$ cat config.mk
export PLATFORM = sky130hd
export DESIGN_NAME = branch_track_unit
export DESIGN_NICKNAME = d
export VERILOG_FILES = /design/src/rtl/branch_pkg.sv /design/src/rtl/branch_history_table.sv /design/src/rtl/branch_track_unit.sv
export SDC_FILE = /design/constraint.sdc
export NUM_CORES = 1
export LEC_CHECK = 0
export CAP_MARGIN = 20
export CORE_ASPECT_RATIO = 0.75
export CORE_MARGIN = 5
export CORE_UTILIZATION = 58
export CTS_BUF_LIST = sky130_fd_sc_hd__clkbuf_16
export CTS_CLUSTER_SIZE = 20
export DETAILED_ROUTE_END_ITERATION = 7
export PLACE_DENSITY_LB_ADDON = 0.12
export RECOVER_POWER = 100
export SKIP_LAST_GASP = 1
export SLEW_MARGIN = 40
export SYNTH_ARGS = -nofsm -noshare
export SYNTH_HDL_FRONTEND = slang
export SYNTH_SLANG_ARGS = --single-unit
$ cat constraint.sdc
create_clock -name clk -period 13.65 [get_ports clk]
set_clock_uncertainty 0.1 [all_clocks]
set_input_delay 2.73 -clock clk [delete_from_list [all_inputs] [get_ports clk]]
set_output_delay 2.73 -clock clk [all_outputs]
set_load 0.01 [all_outputs]
$ cat src/rtl/branch_pkg.sv
`default_nettype none
// ============================================================================
// Module      : branch_pkg
// Description : Shared types and constants for the branch tracking unit:
//               tracker state encoding, FIFO entry layout, PC step and
//               BHT counter reset value, plus the saturating counter helper.
// Revision    : 1.0 - initial release
// ============================================================================
package branch_pkg;

    // Widest PC the FIFO entry can carry; narrower ADDR_WIDTH values are
    // zero-extended on entry and truncated on use.
    localparam int ENTRY_ADDR_WIDTH = 64;

    // Sequential instruction stride used for the fall-through address.
    localparam int PC_STEP = 4;

    // Weakly-not-taken starting point for every history counter.
    localparam logic [1:0] BHT_RESET = 2'b01;

    typedef enum logic [0:0] {
        RUN   = 1'b0,
        FLUSH = 1'b1
    } state_t;

    typedef struct packed {
        logic [ENTRY_ADDR_WIDTH-1:0] pc;
        logic                        pred_taken;
        logic [ENTRY_ADDR_WIDTH-1:0] pred_target;
        logic                        is_jalr;
    } entry_t;

    // Two-bit saturating counter step: up on taken, down on not taken.
    function automatic logic [1:0] sat_update(input logic [1:0] ctr,
                                              input logic       taken);
        logic [1:0] result;
        result = ctr;
        if (taken) begin
            if (ctr != 2'b11) begin
                result = ctr + 2'b01;
            end
        end else begin
            if (ctr != 2'b00) begin
                result = ctr - 2'b01;
            end
        end
        return result;
    endfunction

endpackage : branch_pkg
`default_nettype wire

$ cat src/rtl/branch_history_table.sv
`default_nettype none
// ============================================================================
// Module      : branch_history_table
// Description : Array of 2-bit saturating direction counters indexed by
//               pc[log2(BHT_ENTRIES)+1:2]. Lookup is combinational and sees
//               the pre-update value when it collides with an update.
// Revision    : 1.0 - initial release
// ============================================================================
module branch_history_table
    import branch_pkg::*;
#(
    parameter int ADDR_WIDTH  = 64,
    parameter int BHT_ENTRIES = 64
) (
    input  logic                  clk,
    input  logic                  rst,
    input  logic [ADDR_WIDTH-1:0] lookup_pc,
    output logic                  lookup_taken,
    input  logic                  update_valid,
    input  logic [ADDR_WIDTH-1:0] update_pc,
    input  logic                  update_taken
);

    localparam int IDX_W = $clog2(BHT_ENTRIES);

    logic [1:0]       ctr [BHT_ENTRIES];
    logic [IDX_W-1:0] lookup_idx;
    logic [IDX_W-1:0] update_idx;

    // Word-aligned PCs: the two LSBs and the bits above the index do not
    // participate in the table lookup.
    assign lookup_idx = lookup_pc[IDX_W+1:2];
    assign update_idx = update_pc[IDX_W+1:2];

    logic unused_pc_bits;
    assign unused_pc_bits = ^{lookup_pc[ADDR_WIDTH-1:IDX_W+2], lookup_pc[1:0],
                              update_pc[ADDR_WIDTH-1:IDX_W+2], update_pc[1:0]};

    // Prediction is the counter MSB: 2 and 3 mean taken.
    assign lookup_taken = ctr[lookup_idx][1];

    // Counter array: reinitialised on reset, one saturating step per update.
    always_ff @(posedge clk) begin
        if (rst) begin
            for (int i = 0; i < BHT_ENTRIES; i++) begin
                ctr[i] <= BHT_RESET;
            end
        end else if (update_valid) begin
            ctr[update_idx] <= sat_update(ctr[update_idx], update_taken);
        end
    end

endmodule : branch_history_table
`default_nettype wire

$ cat src/rtl/branch_track_unit.sv
`default_nettype none
// ============================================================================
// Module      : branch_track_unit
// Description : Tracks up to DEPTH outstanding predicted control-flow
//               instructions between ID and EX. The oldest entry is checked
//               against each EX resolution; a mismatch produces a registered
//               one-cycle redirect + flush, empties the FIFO and blocks
//               allocation for FLUSH_CYCLES cycles. Owns the BHT used at
//               decode. Optional macro BTU_PERF_CNT_EN adds the
//               perf_resolved / perf_mispredict counters.
// Revision    : 1.0 - initial release
// ============================================================================
module branch_track_unit
    import branch_pkg::*;
#(
    parameter int ADDR_WIDTH   = 64,
    parameter int DEPTH        = 4,
    parameter int BHT_ENTRIES  = 64,
    parameter int FLUSH_CYCLES = 2,
    parameter int CNT_WIDTH    = 32
) (
    input  logic                         clk,
    input  logic                         rst,
    input  logic [ADDR_WIDTH-1:0]        lookup_pc,
    output logic                         lookup_taken,
    input  logic                         alloc_valid,
    output logic                         alloc_ready,
    input  logic                         alloc_is_jalr,
    input  logic [ADDR_WIDTH-1:0]        alloc_pc,
    input  logic                         alloc_pred_taken,
    input  logic [ADDR_WIDTH-1:0]        alloc_pred_target,
    input  logic                         resolve_valid,
    input  logic                         resolve_taken,
    input  logic [ADDR_WIDTH-1:0]        resolve_target,
    output logic                         redirect_valid,
    output logic [ADDR_WIDTH-1:0]        redirect_pc,
    output logic                         flush,
    output logic [$clog2(DEPTH+1)-1:0]   count,
    output logic                         protocol_err
`ifdef BTU_PERF_CNT_EN
   ,output logic [CNT_WIDTH-1:0]         perf_resolved,
    output logic [CNT_WIDTH-1:0]         perf_mispredict
`endif
);

    localparam int PTR_W = $clog2(DEPTH);
    localparam int CNT_W = $clog2(DEPTH + 1);
    localparam int FC_W  = $clog2(FLUSH_CYCLES + 1);

    localparam logic [CNT_W-1:0] DEPTH_CNT  = CNT_W'(DEPTH);
    // The redirect cycle itself is the first FLUSH cycle, so the down
    // counter is loaded with one less than the total.
    localparam logic [FC_W-1:0]  FLUSH_LOAD = FC_W'(FLUSH_CYCLES - 1);

    entry_t                fifo_mem [DEPTH];
    logic [PTR_W-1:0]      head_ptr;
    logic [PTR_W-1:0]      tail_ptr;

    state_t                state;
    state_t                state_next;
    logic [FC_W-1:0]       flush_cnt;
    logic [FC_W-1:0]       flush_cnt_next;

    entry_t                head;
    entry_t                new_entry;
    logic [ADDR_WIDTH-1:0] head_pc;
    logic [ADDR_WIDTH-1:0] head_target;
    logic [ADDR_WIDTH-1:0] fall_through;
    logic [ADDR_WIDTH-1:0] actual_next;
    logic [ADDR_WIDTH-1:0] pred_next;

    logic                  push;
    logic                  pop;
    logic                  resolve_act;
    logic                  resolve_empty;
    logic                  mispredict;

    // ------------------------------------------------------------------
    // Head comparison: both sides reduce to "address of the next
    // instruction", so direction and target are checked in one compare.
    // ------------------------------------------------------------------
    assign head         = fifo_mem[head_ptr];
    assign head_pc      = head.pc[ADDR_WIDTH-1:0];
    assign head_target  = head.pred_target[ADDR_WIDTH-1:0];
    assign fall_through = head_pc + ADDR_WIDTH'(PC_STEP);

    assign actual_next  = (head.is_jalr || resolve_taken)   ? resolve_target : fall_through;
    assign pred_next    = (head.is_jalr || head.pred_taken) ? head_target    : fall_through;

    assign resolve_act   = resolve_valid && (state == RUN) && (count != '0);
    assign resolve_empty = resolve_valid && (state == RUN) && (count == '0);
    assign mispredict    = resolve_act && (actual_next != pred_next);
    assign pop           = resolve_act && !mispredict;

    // No pop bypass: a full FIFO stays closed even while the head retires.
    assign alloc_ready = !rst && (state == RUN) && (count < DEPTH_CNT);
    assign push        = alloc_valid && alloc_ready;

    // Pack the incoming instruction into the FIFO entry layout.
    always_comb begin
        new_entry             = '0;
        new_entry.pc          = ENTRY_ADDR_WIDTH'(alloc_pc);
        new_entry.pred_taken  = alloc_pred_taken;
        new_entry.pred_target = ENTRY_ADDR_WIDTH'(alloc_pred_target);
        new_entry.is_jalr     = alloc_is_jalr;
    end

    // ------------------------------------------------------------------
    // Tracker FSM
    // ------------------------------------------------------------------

    // State register and flush-window counter.
    always_ff @(posedge clk) begin
        if (rst) begin
            state     <= RUN;
            flush_cnt <= '0;
        end else begin
            state     <= state_next;
            flush_cnt <= flush_cnt_next;
        end
    end

    // Next state: enter FLUSH on mismatch, leave once the window expires.
    always_comb begin
        state_next     = state;
        flush_cnt_next = flush_cnt;
        case (state)
            RUN: begin
                if (mispredict) begin
                    state_next     = FLUSH;
                    flush_cnt_next = FLUSH_LOAD;
                end
            end
            FLUSH: begin
                if (flush_cnt == '0) begin
                    state_next = RUN;
                end else begin
                    flush_cnt_next = flush_cnt - FC_W'(1);
                end
            end
            default: begin
                state_next     = RUN;
                flush_cnt_next = '0;
            end
        endcase
    end

    // ------------------------------------------------------------------
    // FIFO of outstanding predictions
    // ------------------------------------------------------------------

    // Entry storage; an alloc coinciding with a mismatch is dropped.
    always_ff @(posedge clk) begin
        if (push && !mispredict) begin
            fifo_mem[tail_ptr] <= new_entry;
        end
    end

    // Pointers and occupancy; a mismatch empties everything at once.
    always_ff @(posedge clk) begin
        if (rst || mispredict) begin
            head_ptr <= '0;
            tail_ptr <= '0;
            count    <= '0;
        end else begin
            if (push) begin
                tail_ptr <= tail_ptr + PTR_W'(1);
            end
            if (pop) begin
                head_ptr <= head_ptr + PTR_W'(1);
            end
            case ({push, pop})
                2'b10:   count <= count + CNT_W'(1);
                2'b01:   count <= count - CNT_W'(1);
                default: count <= count;
            endcase
        end
    end

    // Registered redirect / flush / protocol-error pulses.
    always_ff @(posedge clk) begin
        if (rst) begin
            redirect_valid <= 1'b0;
            redirect_pc    <= '0;
            flush          <= 1'b0;
            protocol_err   <= 1'b0;
        end else begin
            redirect_valid <= mispredict;
            flush          <= mispredict;
            protocol_err   <= resolve_empty;
            if (mispredict) begin
                redirect_pc <= actual_next;
            end
        end
    end

    // ------------------------------------------------------------------
    // Direction predictor: trained only by conditional branches
    // ------------------------------------------------------------------
    branch_history_table #(
        .ADDR_WIDTH  (ADDR_WIDTH),
        .BHT_ENTRIES (BHT_ENTRIES)
    ) u_bht (
        .clk          (clk),
        .rst          (rst),
        .lookup_pc    (lookup_pc),
        .lookup_taken (lookup_taken),
        .update_valid (resolve_act && !head.is_jalr),
        .update_pc    (head_pc),
        .update_taken (resolve_taken)
    );

`ifdef BTU_PERF_CNT_EN
    // Free-running event counters, wrapping at 2^CNT_WIDTH.
    always_ff @(posedge clk) begin
        if (rst) begin
            perf_resolved   <= '0;
            perf_mispredict <= '0;
        end else begin
            if (resolve_act) begin
                perf_resolved <= perf_resolved + CNT_WIDTH'(1);
            end
            if (mispredict) begin
                perf_mispredict <= perf_mispredict + CNT_WIDTH'(1);
            end
        end
    end
`else
    // Counter width only matters when the counters exist; tie it off here.
    logic [CNT_WIDTH-1:0] unused_cnt_width_tie;
    assign unused_cnt_width_tie = '0;
`endif

endmodule : branch_track_unit
`default_nettype wire
==> run metrics <==
Slew Limit Fails=306; total CTS buffers=70; total negative slack=0 ns; H-tree levels=3; Reg clk slew, reported paths=0.06 ns; worst path required time=13.79 ns; Synth cell types=85; Tcrit/Tclk final=0.801; DIE AREA=64,800 sq um; total track usage=0.343; RSZ-0062 raised after global routing=no; Worst slew margin=-1.32; starting DRC count in detailed routing=3,180; CTS tree=yes; Slew @ Worst Pin=3.48 ns; worst hold path type=reg2reg; postcts setup bufs=0; layout overhead on the synthesized area=16.5%; antenna violations before repair=4; CP startpoint kind=flip-flop; placed cells=3,442; synthesized area=34,700 sq um; Root Driver=clkbuf_16; Sink Count=726; EDFF count, synth=648; fmax=0.0915 GHz; Vias/cell=6.75; core box area=59,100 sq um; Nets=2,995; GRT overflow=0; CP max FO=82; Leak=0.0126 uW; Hold Fails Final Rpt=0; post-synth net total=2,795; DRC Markers=0; Power Density=124 nW/um^2; Cell Rows=77; syn_area_per_cell=13.7 sq um; Starting Density=0.587; routed wire length=113,000 microns; critical path class=reg2reg; Min Clock Period, post-route=10.93 ns; Max stage delay on crit path=1.89 ns; Async SR Flop Fraction=0; Ports=335; vias in the first global route=23,600; synth top area cells=edfxtp_1 56%, mux4_2 11%, dfxtp_1 4.5%, xnor2_1 2.9%, nor2_1 2.0%; largest net degree at the start of global routing=104; failing checks=capacitance limit, slew limit; worst vdd ir=0.140 mV; post-synthesis sequential area ratio=0.606; Critical Path, Cell by Cell=buf_12 -> mux4_2 -> buf_4 -> nand4_1 -> nor4_1 -> nand4_1 -> xnor2_1 -> a22oi_1 -> a2111oi_0 -> nor4b_2 -> o21ai_0 -> a211o_1 -> or3_2 -> nand2_1 -> and3_4 -> buf_12; die width=292 microns; share of the synthesized area in the top cell type=0.561; clk_lat worst skew=0.63 ns; Worst path slowest cell=nor4_1; layout cells sized above 1=0.134; drt wl/cell=31.6 microns; PortBufs=276; outcome=finished, violations left; ys flop type=edfxtp_1; DR vias=24,100; post-CTS sizing=0; number of routed nets with antenna violations=0; WP data arrival=11.07 ns; Die Y=222 microns; post-synth top area cell=edfxtp_1; global-route wire length before repair=163,000 microns; Mapped Cells=2,524; Final Setup Violations=0; drt pass-1 iters=8; Detail Placement HPWL=80,600 microns; final non-filler cell total=3,573; cts hold-fix bufs=0; Yosys reg bits=726; max cap viols=8; clock tree buffer depth=3; synth warn=0; Crit. End Element=flip-flop; Final Wtd Congestion=0.995
[layout make-up]
cell class	instances	area, sq um
flip-flops and latches	726	21000
repair buffers	308	3110
clock buffers	72	1800
clock inverters	54	531
diodes	5	12.5
inverters	19	71.3
multi-input cells	1599	12800
well taps	790	988
fillers	3964	18700
[per-stage QoR]
stage	utilization	worst slack [ns]	total power, uW	hold slack (ns)	cell area [sq um]
after detailed placement	0.645	4.84	3060	0.352	38100
after floorplan	-	4.00	2810	0.362	34700
after global routing	0.684	2.37	5130	0.388	40400
after CTS	0.684	4.85	5000	0.364	40400
final	0.684	2.72	4990	0.363	40400
after global placement	0.643	4.46	3050	0.365	38000
[cells in the mapped netlist (all sizes together) (13+ instances only)]
cell type / count
edfxtp: 648
nor2: 182
mux4: 168
nand2: 145
nand3: 118
xnor2: 116
clkbuf: 110
o21ai: 100
nand2b: 85
nor3: 83
dfxtp: 78
xor2: 71
buf: 70
a211oi: 52
a21oi: 48
nand4: 48
nor4: 43
or2: 30
mux2i: 28
and3: 25
inv: 19
and2: 16
and4: 15
o2111ai: 14
or3: 14
nor2b: 13
o22ai: 13
[cell usage in the layout, fill, tap and decap left out, drive strengths merged, types with 25 or more instances in the layout]
cell / count
xnor2: 116
nand2: 145
nand2b: 85
buf: 28
clkdlybuf4s50: 73
xor2: 71
edfxtp: 648
and3: 25
inv: 38
nand4: 48
dfxtp: 78
dlygate4sd3: 201
mux4: 168
clkbuf: 78
a21oi: 48
o21ai: 100
or2: 30
nor3: 83
mux2i: 28
nor4: 43
nor2: 182
nand3: 118
a211oi: 52
[critical path, delay by kind of cell, from the launching register on]
family                 cells  cell delay, ns
AO/OA/AOI/OAI              4            1.25
XOR/XNOR                   1            0.38
buffers and inverters      3            1.31
flip-flops                 1            1.46
multiplexers               1            0.36
AND/OR/NAND/NOR            7            5.35
[power breakdown]
| group | switching [uW] | internal [uW] | leakage (uW) |
|---|---|---|---|
| registers | 23.9 | 2480 | 0.00644 |
| logic | 336 | 189 | 0.00499 |
| clock network | 840 | 1120 | 0.00119 |
| total | 1200 | 3790 | 0.0126 |
[flip-flops by register name, indices dropped and copies added, names as in the netlist, named ones only]
register	cells
state	1
tail_ptr	2
redirect_pc	64
count	3
protocol_err	1
u_bht.ctr	128
flush	1
head_ptr	2
flush_cnt	2
fifo_mem	520
[layer usage]
layer	track usage	wire, microns
met2	0.501	49500
met4	0.100	3940
met5	0	0
met3	0.135	15000
met1	0.485	44500
[kinds of logic (layout without fill, tap and decap cells)]
group	Yosys count	after routing	synth area share
simple gates	842	842	0.128
flops	726	726	0.606
compound gates	358	358	0.0694
mux	200	200	0.119
buf+inv	199	453	0.0259
xor+xnor	189	189	0.0485
fa+ha+maj	10	10	0.00368
other cells	0	5	0
[worst paths after layout]
| kind | startpoint | depth (start not counted) | end | slack (ns) |
|---|---|---|---|---|
| hold / removal | redirect_pc[47] | 2 | redirect_pc[47] | 0.36 |
| setup / recovery | flip-flop | 16 | fifo_mem[0][97] | 2.72 |
| setup reg to reg | flip-flop | 16 | fifo_mem[0][97] | 2.72 |
| hold reg to reg | redirect_pc[47] | 2 | redirect_pc[47] | 0.36 |
Power figures use the tool's default switching activity.
